[src/rtl/muldiv_unit.sv]
// muldiv_unit: iterative RV32M multiply/divide unit for the execute stage.
// Multiplies by radix-2 shift-add (LSB first) and divides by radix-2
// restoring shift-subtract (MSB first), one bit per clock. Sign handling
// works on operand magnitudes with a final two's-complement correction.
//
// Ports:
//   clk     rising-edge clock
//   rst     asynchronous active-high reset
//   start   execute-stage instruction valid this cycle
//   ALUOp   decoded ALU class; only 3'b011 (M-extension) is acted on
//   funct3  M-op select (MUL/MULH/MULHSU/MULHU/DIV/DIVU/REM/REMU)
//   SrcA    rs1 operand
//   SrcB    rs2 operand
//   flush   execute-stage flush; abandons an operation that has not reached FIX
//   busy    operation in progress (PREP, CALC, FIX)
//   stall   combinational hold request for IF/ID/EX
//   done    one-cycle pulse, Result valid
//   Result  registered result, held until the next done
module muldiv_unit #(
    parameter int XLEN = 32
) (
    input  logic            clk,
    input  logic            rst,
    input  logic            start,
    input  logic [2:0]      ALUOp,
    input  logic [2:0]      funct3,
    input  logic [XLEN-1:0] SrcA,
    input  logic [XLEN-1:0] SrcB,
    input  logic            flush,
    output logic            busy,
    output logic            stall,
    output logic            done,
    output logic [XLEN-1:0] Result
);

    localparam logic [2:0]      ALUOP_MULDIV = 3'b011;
    localparam logic [XLEN-1:0] INT_MIN      = {1'b1, {(XLEN-1){1'b0}}};
    localparam logic [5:0]      LAST_STEP    = 6'(XLEN - 1);

    typedef enum logic [1:0] {IDLE, PREP, CALC, FIX} state_t;

    state_t            state, state_n;
    logic [2:0]        f3_q;
    logic [XLEN-1:0]   a_q;
    logic [XLEN-1:0]   b_q;        // raw rs2, then multiplicand or divisor magnitude
    logic [2*XLEN-1:0] acc;        // {high/remainder, low/quotient}
    logic [5:0]        cnt;
    logic              neg_q;      // negate product or quotient
    logic              neg_rem_q;  // negate remainder (dividend sign)
    logic              special_q;  // acc[XLEN-1:0] already holds the final result

    function automatic logic [XLEN-1:0] magnitude(input logic signed [XLEN-1:0] v,
                                                  input logic is_signed);
        return (is_signed && v < 0) ? -v : v;
    endfunction

    function automatic logic [XLEN-1:0] cond_neg(input logic [XLEN-1:0] v, input logic neg);
        return neg ? -v : v;
    endfunction

    function automatic logic [2*XLEN-1:0] cond_neg_wide(input logic [2*XLEN-1:0] v,
                                                        input logic neg);
        return neg ? -v : v;
    endfunction

    // Operand decode, evaluated in PREP from the latched operands.
    logic            is_div, a_signed, b_signed, a_neg, b_neg;
    logic            div_by_zero, div_ovf, special;
    logic [XLEN-1:0] mag_a, mag_b, preset;

    assign is_div      = f3_q[2];
    assign a_signed    = (f3_q == 3'b001) || (f3_q == 3'b010) ||
                         (f3_q == 3'b100) || (f3_q == 3'b110);
    assign b_signed    = (f3_q == 3'b001) || (f3_q == 3'b100) || (f3_q == 3'b110);
    assign a_neg       = a_signed & a_q[XLEN-1];
    assign b_neg       = b_signed & b_q[XLEN-1];
    assign mag_a       = magnitude(a_q, a_signed);
    assign mag_b       = magnitude(b_q, b_signed);
    assign div_by_zero = is_div && (b_q == '0);
    assign div_ovf     = is_div && !f3_q[0] && (a_q == INT_MIN) && (b_q == '1);
    assign special     = div_by_zero | div_ovf;
    // f3_q[1] distinguishes REM/REMU from DIV/DIVU.
    assign preset      = div_by_zero ? (f3_q[1] ? a_q : '1)
                                     : (f3_q[1] ? '0  : INT_MIN);

    // Multiply step: add multiplicand into the high half when the current
    // multiplier bit (acc[0]) is set, then shift the whole accumulator right.
    logic [XLEN:0]     mul_sum;
    logic [2*XLEN-1:0] mul_next;

    assign mul_sum  = {1'b0, acc[2*XLEN-1:XLEN]} + (acc[0] ? {1'b0, b_q} : '0);
    assign mul_next = {mul_sum, acc[XLEN-1:1]};

    // Divide step: shift the next dividend bit into the partial remainder and
    // subtract the divisor if it fits. rem_sh needs one extra bit because the
    // shifted remainder can reach 2*divisor-1.
    logic [XLEN:0]     rem_sh;
    logic              fits;
    logic [XLEN-1:0]   rem_sub;
    logic [2*XLEN-1:0] div_next;

    assign rem_sh   = acc[2*XLEN-1:XLEN-1];
    assign fits     = rem_sh >= {1'b0, b_q};
    assign rem_sub  = rem_sh[XLEN-1:0] - b_q;
    assign div_next = fits ? {rem_sub,           acc[XLEN-2:0], 1'b1}
                           : {rem_sh[XLEN-1:0],  acc[XLEN-2:0], 1'b0};

    // Output selection with sign correction, used in FIX.
    logic [2*XLEN-1:0] prod;
    logic [XLEN-1:0]   quot, rem, result_sel;

    assign prod = cond_neg_wide(acc, neg_q);
    assign quot = cond_neg(acc[XLEN-1:0], neg_q);
    assign rem  = cond_neg(acc[2*XLEN-1:XLEN], neg_rem_q);

    always_comb begin
        result_sel = '0;
        case (f3_q)
            3'b000:                 result_sel = prod[XLEN-1:0];
            3'b001, 3'b010, 3'b011: result_sel = prod[2*XLEN-1:XLEN];
            3'b100, 3'b101:         result_sel = quot;
            default:                result_sel = rem;
        endcase
    end

    logic accept;
    assign accept = start && (ALUOp == ALUOP_MULDIV) && (state == IDLE) && !flush;

    assign busy  = (state != IDLE);
    assign stall = ~rst & ((start & (ALUOp == ALUOP_MULDIV) & (state == IDLE)) |
                           (busy & ~done));

    always_ff @(posedge clk or posedge rst) begin
        if (rst) state <= IDLE;
        else     state <= state_n;
    end

    // FIX always completes: the instruction is already committed, so flush
    // cannot cancel it there.
    always_comb begin
        state_n = state;
        case (state)
            IDLE: if (accept) state_n = PREP;
            PREP: begin
                if (flush)        state_n = IDLE;
                else if (special) state_n = FIX;
                else              state_n = CALC;
            end
            CALC: begin
                if (flush)                  state_n = IDLE;
                else if (cnt == LAST_STEP)  state_n = FIX;
            end
            default: state_n = IDLE;
        endcase
    end

    always_ff @(posedge clk or posedge rst) begin
        if (rst) begin
            f3_q      <= '0;
            a_q       <= '0;
            b_q       <= '0;
            acc       <= '0;
            cnt       <= '0;
            neg_q     <= 1'b0;
            neg_rem_q <= 1'b0;
            special_q <= 1'b0;
            done      <= 1'b0;
            Result    <= '0;
        end else begin
            done <= (state == FIX);
            case (state)
                IDLE: begin
                    if (accept) begin
                        f3_q <= funct3;
                        a_q  <= SrcA;
                        b_q  <= SrcB;
                    end
                end
                PREP: begin
                    neg_q     <= a_neg ^ b_neg;
                    neg_rem_q <= a_neg;
                    special_q <= special;
                    cnt       <= '0;
                    if (special) begin
                        acc <= {{XLEN{1'b0}}, preset};
                    end else if (is_div) begin
                        // dividend shifts out of the low half MSB first
                        acc <= {{XLEN{1'b0}}, mag_a};
                        b_q <= mag_b;
                    end else begin
                        // multiplier sits in the low half and is consumed LSB first
                        acc <= {{XLEN{1'b0}}, mag_b};
                        b_q <= mag_a;
                    end
                end
                CALC: begin
                    cnt <= cnt + 6'd1;
                    acc <= is_div ? div_next : mul_next;
                end
                default: begin
                    Result <= special_q ? acc[XLEN-1:0] : result_sel;
                end
            endcase
        end
    end

endmodule
[config.mk]
export PLATFORM = sky130hd
export DESIGN_NAME = muldiv_unit
export DESIGN_NICKNAME = d
export VERILOG_FILES = /design/src/rtl/muldiv_unit.sv
export SDC_FILE = /design/constraint.sdc
export NUM_CORES = 1
export LEC_CHECK = 0
export CELL_PAD_IN_SITES_DETAIL_PLACEMENT = 1
export CELL_PAD_IN_SITES_GLOBAL_PLACEMENT = 1
export CORE_MARGIN = 4
export CORE_UTILIZATION = 41
export DETAILED_ROUTE_END_ITERATION = 10
export HOLD_SLACK_MARGIN = 0.02
export PLACE_DENSITY = 0.8
export SYNTH_ARGS = -nofsm -noshare
export SYNTH_HDL_FRONTEND = slang
export SYNTH_SLANG_ARGS = --single-unit
[constraint.sdc]
create_clock -name clk -period 5.65 [get_ports clk]
set_input_delay 1.13 -clock clk [delete_from_list [all_inputs] [get_ports clk]]
set_output_delay 1.13 -clock clk [all_outputs]
set_load 0.01 [all_outputs]
==> results.yml, run 1 <==
run_status:
  status: "complete, no violations"
final_layout:
  fillers: 4835
  multi_input_area_mm2: 0.01132
  fin_util_pct: 46.84
  layout.nets: 2292
  fin_cells: 2679
  drive_gt1_share_pct: 6.964
  fin_area_mm2: 0.01870
  synthToLayoutAreaGrowth_pct: 12.60
  n_antenna_cell: 0
  regArea_mm2: 0.004384
synthesis:
  synthTopCellsByCount: "o21ai_0 (223), nand2_1 (193), dfrtp_1 (175), nor2_1 (174), a21oi_1 (157)"
  synth_edf_count: 0
  ys.flop_type: "dfrtp_1"
  netlist_instances: 2136
  yosys_warnings: 0
  synth_most_common_cell: "o21ai_0"
  synth.area.top_cells: "dfrtp_1 (26%), o21ai_0 (6.7%), xnor2_1 (6.7%)"
  async_reset_ff_share_pct: 100.0
  ys_seq_elements: 175
  yosysSeqAreaShare_pct: 26.37
  synth_nets: 2287
  synth_top_cell_by_area: "dfrtp_1"
  synth_area_mm2: 0.01661
  syn_area_per_cell_um2: 7.774
  yosysUniqueCellTypes: 77
  yosysTopAreaCellShare_pct: 26.37
global_routing:
  grt_max_degree: 126
  grt_pass1_vias: 17550
  overflow: 0
  grt_usage_pct: 31.26
  grt_pass1_wl_mm: 108.0
  antenna_found_initial: 0
route:
  vias: 17510
  drc_errors: 0
  vias_per_cell: 6.536
  drt_wl_total_mm: 70.58
  dr.pass1.iters: 5
  drtIter0Drc: 1563
  wl_per_cell_um: 26.35
  drtAntennaViolNets: 0
clock_network:
  cts_setup_buffers: 0
  cts-resized-gates: 0
  cts_sinks: 175
  clk_path_buf_depth: 2
  cts_tree: "done"
  clkLatencyLatePin_ns: 0.47
  clkTransAtPathRegs_ns: 0.07
  htree_levels: 4
  numCtsBuffers: 17
  hold_buffers: 0
  cts_root_buffer: "clkbuf_16"
pwr:
  ir_drop_mv: 0.2743
  p_sw_share_pct: 55.21
  intPower_uw: 5727
  p_leak_uw: 0.007683
  power_frac_seq_pct: 23.1
  p_clk_share_pct: 10.2
  power_frac_comb_pct: 66.7
  pwr_density_cell_mw_per_mm2: 683.8
  p_sw_uw: 7060
worst_setup_path:
  worstPathRequired_ns: 5.99
  slowest_delay_ns: 0.94
  path_delay_family: "simple AND/OR/NAND/NOR gates"
  path_buf_inv: 1
  critPathCaptureType: "flop"
  cp-start-kind: "flop"
  cp.arrival_ns: 4.92
  crit_type: "reg2reg"
  worstPathCellList: "or4_1 > nor4_1 > nand4_1 > nor3_1 > or2_2 > a21oi_4 > buf_4 > a22o_1"
  r2r_cells: 8
  critPathSlowestCell: "nor4_1"
  worst-path-stages: 8
  critPathMaxFanout: 34
sta:
  final-hold-violation-count: 0
  fmax_mhz: 218.4
  slew_violations: 0
  fin_tns_setup_ns: 0
  tightest_slew_ns: 1.219
  period_share_pct: 81.05
  slew_headroom_pct: 17.95
  setup_viol: 0
  skew_ns: 0.01601
  rsz0062_at_grt: "no"
  min_period_ns: 4.579
min_path:
  min_path_type: "reg2reg"
  hold_depth: 2
die:
  fp.dieW_um: 209.3
  core_area_mm2: 0.03991
  rows: 73
  initial_core_util_pct: 41.60
  pin_count: 109
  die_h_um: 209.3
  dieArea_mm2: 0.04379
place:
  hpwl_mm: 53.71
  port_buffers: 108
  dpl-instance-area_mm2: 0.01808
  placed_cells: 2647
  place_congestion: 0.9829
job:
  drv_cap: 0
==> cells by family (layout without fill, tap and decap cells) <==
family	Yosys count	after routing	share of synthesized area [%]
xor+xnor	193	193	10.18
flops	175	175	26.37
buf+inv	248	266	5.658
compound gates	708	708	26.87
simple gates	624	624	18.04
fa+ha+maj	77	77	5.892
mux	111	111	6.992
==> worst min-delay path: stages (launching register included) <==
cell	delay [ns]
dfrtp_1	0.35
o21ai_0	0.08
nand2_1	0.06
==> power groups by stage <==
| stage | clock (µW) | sequential (µW) | combinational, µW |
|---|---|---|---|
| 6_report | 1300 | 2950 | 8530 |
| 5_1_grt | 1370 | 3010 | 9190 |
| 4_1_cts | 1310 | 2890 | 8350 |
| 3_5_place_dp | 0 | 2920 | 8300 |
| 3_3_place_gp | 0 | 2880 | 8080 |
| 2_1_floorplan | 0 | 2300 | 5960 |
==> metal layers <==
metal | global-route usage [%] | wire (µm)
met2 | 48.49 | 31350
met4 | 12.40 | 3019
met1 | 43.58 | 30660
met3 | 5.247 | 5558
met5 | 0 | 0
==> through the flow <==
step           total power, µW  hold WS (ns)  setup slack (ns)
2_1_floorplan             8265        0.4783             2.032
3_3_place_gp             10960        0.4800             1.348
3_5_place_dp             11210        0.4970             1.214
4_1_cts                  12560        0.5105             1.214
5_1_grt                  13580        0.5423            0.8730
6_report                 12790        0.5136             1.071
==> worst paths after layout <==
kind | startpoint | end | slack (ns)
max | a_q[8] | b_q[12] | 1.07
min | Result[18] | Result[18] | 0.51
max reg2reg | a_q[8] | b_q[12] | 1.07
min reg2reg | Result[18] | Result[18] | 0.51
max in group asynchronous | rst | neg_q | 3.81
min in group asynchronous | rst | f3_q[0] | 1.29
==> registers in the layout, indices dropped and copies added, names as in the netlist, 2 cells and up <==
register / flops
acc: 64
Result: 32
a_q: 32
b_q: 32
cnt: 6
f3_q: 3
state: 2
==> cells in the final DEF (no fill, tap or decap), types with 12 or more instances in the layout <==
master	Yosys	final
or3_1	29	29
o22ai_1	21	21
o21ai_0	223	223
o41ai_1	14	14
nand2_1	193	193
nor2b_1	16	16
nand3b_1	12	12
a211oi_1	24	24
or4_1	22	22
xnor2_1	127	127
xor2_1	66	66
inv_1	83	81
a31oi_1	37	37
o221ai_1	31	31
clkdlybuf4s50_1	0	108
nor2_1	174	173
o31ai_1	30	30
a21oi_1	157	155
nand3_1	41	41
a221oi_1	12	12
mux2i_1	71	71
clkbuf_16	0	17
nor4_1	21	20
or2_2	13	13
nor3_1	36	36
o211ai_1	29	29
ha_1	75	73
buf_4	0	38
a21o_1	38	38
mux2_2	40	40
nand4_1	23	23
dfrtp_1	175	173
==> area by class of cell <==
cell class              count  share of cell area, %
repair buffers            147                  7.414
flip-flops and latches    175                  23.45
multi-input cells        1713                  60.55
well taps                 525                  3.513
clock inverters            13                 0.9435
clock buffers              19                  2.369
inverters                  87                  1.767
No activity file was read; power rests on OpenSTA's default activity.
==> run 2, diff against run 1 <==
- clock period: 5.65 -> 4.1 ns (I/O delays scaled with it)
==> run 2 against run 1 <==
Against the previous run: fmax is 16% higher; combinational power is 47% higher; cell area is 3.0% higher; final cell count is 2.7% higher; register-to-register slack worse by 0.90 ns; via count is 1.2% higher; sequential share of layout area is 0.68 points lower; sequential cell count stayed put; sequential power is 29% higher; non-clock buffer count is 71 higher; wire length is 4.0% higher.
==> results.yml, run 2 (synthesized netlist as in run 1, its figures left out) <==
sta:
  tightest_slew_ns: 1.149
  final-hold-violation-count: 0
  setup_viol: 0
  skew_ns: 0.01717
  slew_violations: 0
  slew_headroom_pct: 23.38
  rsz0062_at_grt: "no"
  period_share_pct: 95.92
  fin_tns_setup_ns: 0
  min_period_ns: 3.933
  fmax_mhz: 254.3
worst_setup_path:
  r2r_setup_slack_ns: 0.17
  critPathMaxFanout: 12
  critPathCaptureType: "flop"
  cp.arrival_ns: 4.28
  crit_type: "reg2reg"
  worstPathRequired_ns: 4.44
  cp-start-kind: "flop"
die:
  rows: 73
  core_area_mm2: 0.03991
  pin_count: 109
  dieArea_mm2: 0.04379
  fp.dieW_um: 209.3
  die_h_um: 209.3
  initial_core_util_pct: 41.60
global_routing:
  grt_pass1_wl_mm: 112.7
  grt_max_degree: 79
  overflow: 0
  antenna_found_initial: 2
  grt_usage_pct: 32.94
  grt_pass1_vias: 17970
place:
  hpwl_mm: 57.20
  port_buffers: 108
  place_congestion: 1.069
  dpl-instance-area_mm2: 0.01866
clock_network:
  numCtsBuffers: 17
  htree_levels: 4
  clkTransAtPathRegs_ns: 0.08
  cts_setup_buffers: 0
  cts_sinks: 175
  cts_tree: "done"
  clkLatencyLatePin_ns: 0.47
  cts_root_buffer: "clkbuf_16"
  clk_path_buf_depth: 2
route:
  drt_wl_total_mm: 73.39
  drtAntennaViolNets: 0
  drc_errors: 0
  wl_per_cell_um: 26.68
  drtIter0Drc: 1717
  dr.pass1.iters: 5
  vias_per_cell: 6.442
  vias: 17720
final_layout:
  fin_util_pct: 48.25
  drive_gt1_share_pct: 9.978
  largest_register_ffs: 64
  layout.nets: 2363
  layout_commonest_cell: "o21ai_0"
  regMostFlops: "acc"
  synthToLayoutAreaGrowth_pct: 15.97
  mostFrequentLayoutCells: "o21ai_0 (223), nand2_1 (193), dfrtp_1 (173), nor2_1 (173), a21oi_1 (155)"
  fillers: 4884
  fin_area_mm2: 0.01926
pwr:
  p_leak_uw: 0.008038
  pwr_density_cell_mw_per_mm2: 938.1
  power_uw: 18070
  ir_drop_mv: 0.3798
run_status:
  status: "complete, no violations"
min_path:
  min_path_type: "reg2reg"
job:
  drv_cap: 0
run 2: changes by cell type in the layout (fill, tap and decap cells not counted), sizes merged:
cell / before / now
clkinv: 5 / 8
bufinv: 3 / 1
buf: 39 / 110
inv: 89 / 88
diode: 0 / 1
run 2: path summary, 6_finish.rpt:
path	startpoint	endpoint	depth (start not counted)
min in group asynchronous	rst	state[1]	2
worst min register to register	Result[18]	Result[18]	2
max in group asynchronous	rst	acc[55]	3
worst max register to register	a_q[19]	acc[30]	8
worst max-delay path	a_q[19]	acc[30]	8
worst min-delay path	Result[18]	Result[18]	2
run 2: repair_timing:
item                                    4_1_cts  5_1_grt
endpoints found under the setup margin        0        2
gates resized for setup                       0        1
hold buffers                                  0        0
run 2: layout make-up:
type / count / area [µm²] / share of cell area [%]
diodes: 1 / 2.502 / 0.01299
clock buffers: 19 / 442.9 / 2.300
clock inverters: 13 / 146.4 / 0.7601
inverters: 87 / 330.3 / 1.715
multi-input cells: 1713 / 11330 / 58.81
flip-flops and latches: 175 / 4384 / 22.77
well taps: 525 / 656.9 / 3.411
repair buffers: 218 / 1969 / 10.23
run 2: metal layers:
| layer | wire (µm) | GRT usage, % | vias up | part of all wire, % |
|---|---|---|---|---|
| met4 | 3001 | 12.80 | 0 | 4.1 |
| met5 | 0 | 0 | - | 0 |
| met2 | 32880 | 51.81 | 768 | 45 |
| met3 | 5787 | 5.800 | 150 | 7.9 |
| met1 | 31710 | 45.28 | 8851 | 43 |
| li1 | - | - | 7954 | - |
run 2: metrics by stage:
| step | setup slack [ns] | instances | hold slack, ns |
|---|---|---|---|
| CTS | 0.2823 | 2750 | 0.5010 |
| floorplan | 0.4820 | 2136 | 0.4783 |
| finish | 0.1674 | 2751 | 0.4978 |
| global placement | 0.3123 | 2718 | 0.4799 |
| detailed placement | 0.3046 | 2718 | 0.4810 |
| global route | 0.03193 | 2750 | 0.5425 |
run 2: where the power goes:
group | leakage [µW] | total (µW) | internal (µW) | switching, µW
Clock | 0.000285 | 1740 | 880 | 864
Combinational | 0.00559 | 12500 | 4750 | 7770
Sequential | 0.00216 | 3810 | 2480 | 1330
run 2: worst max-delay path: stages (launching register included):
cell,delay (ns)
dfrtp_1,0.49
or4_1,0.62
nor4_1,0.40
nand4_1,0.43
nor3_1,0.67
nor2_1,0.44
nand2_1,0.47
a211o_1,0.19
nand3_1,0.09
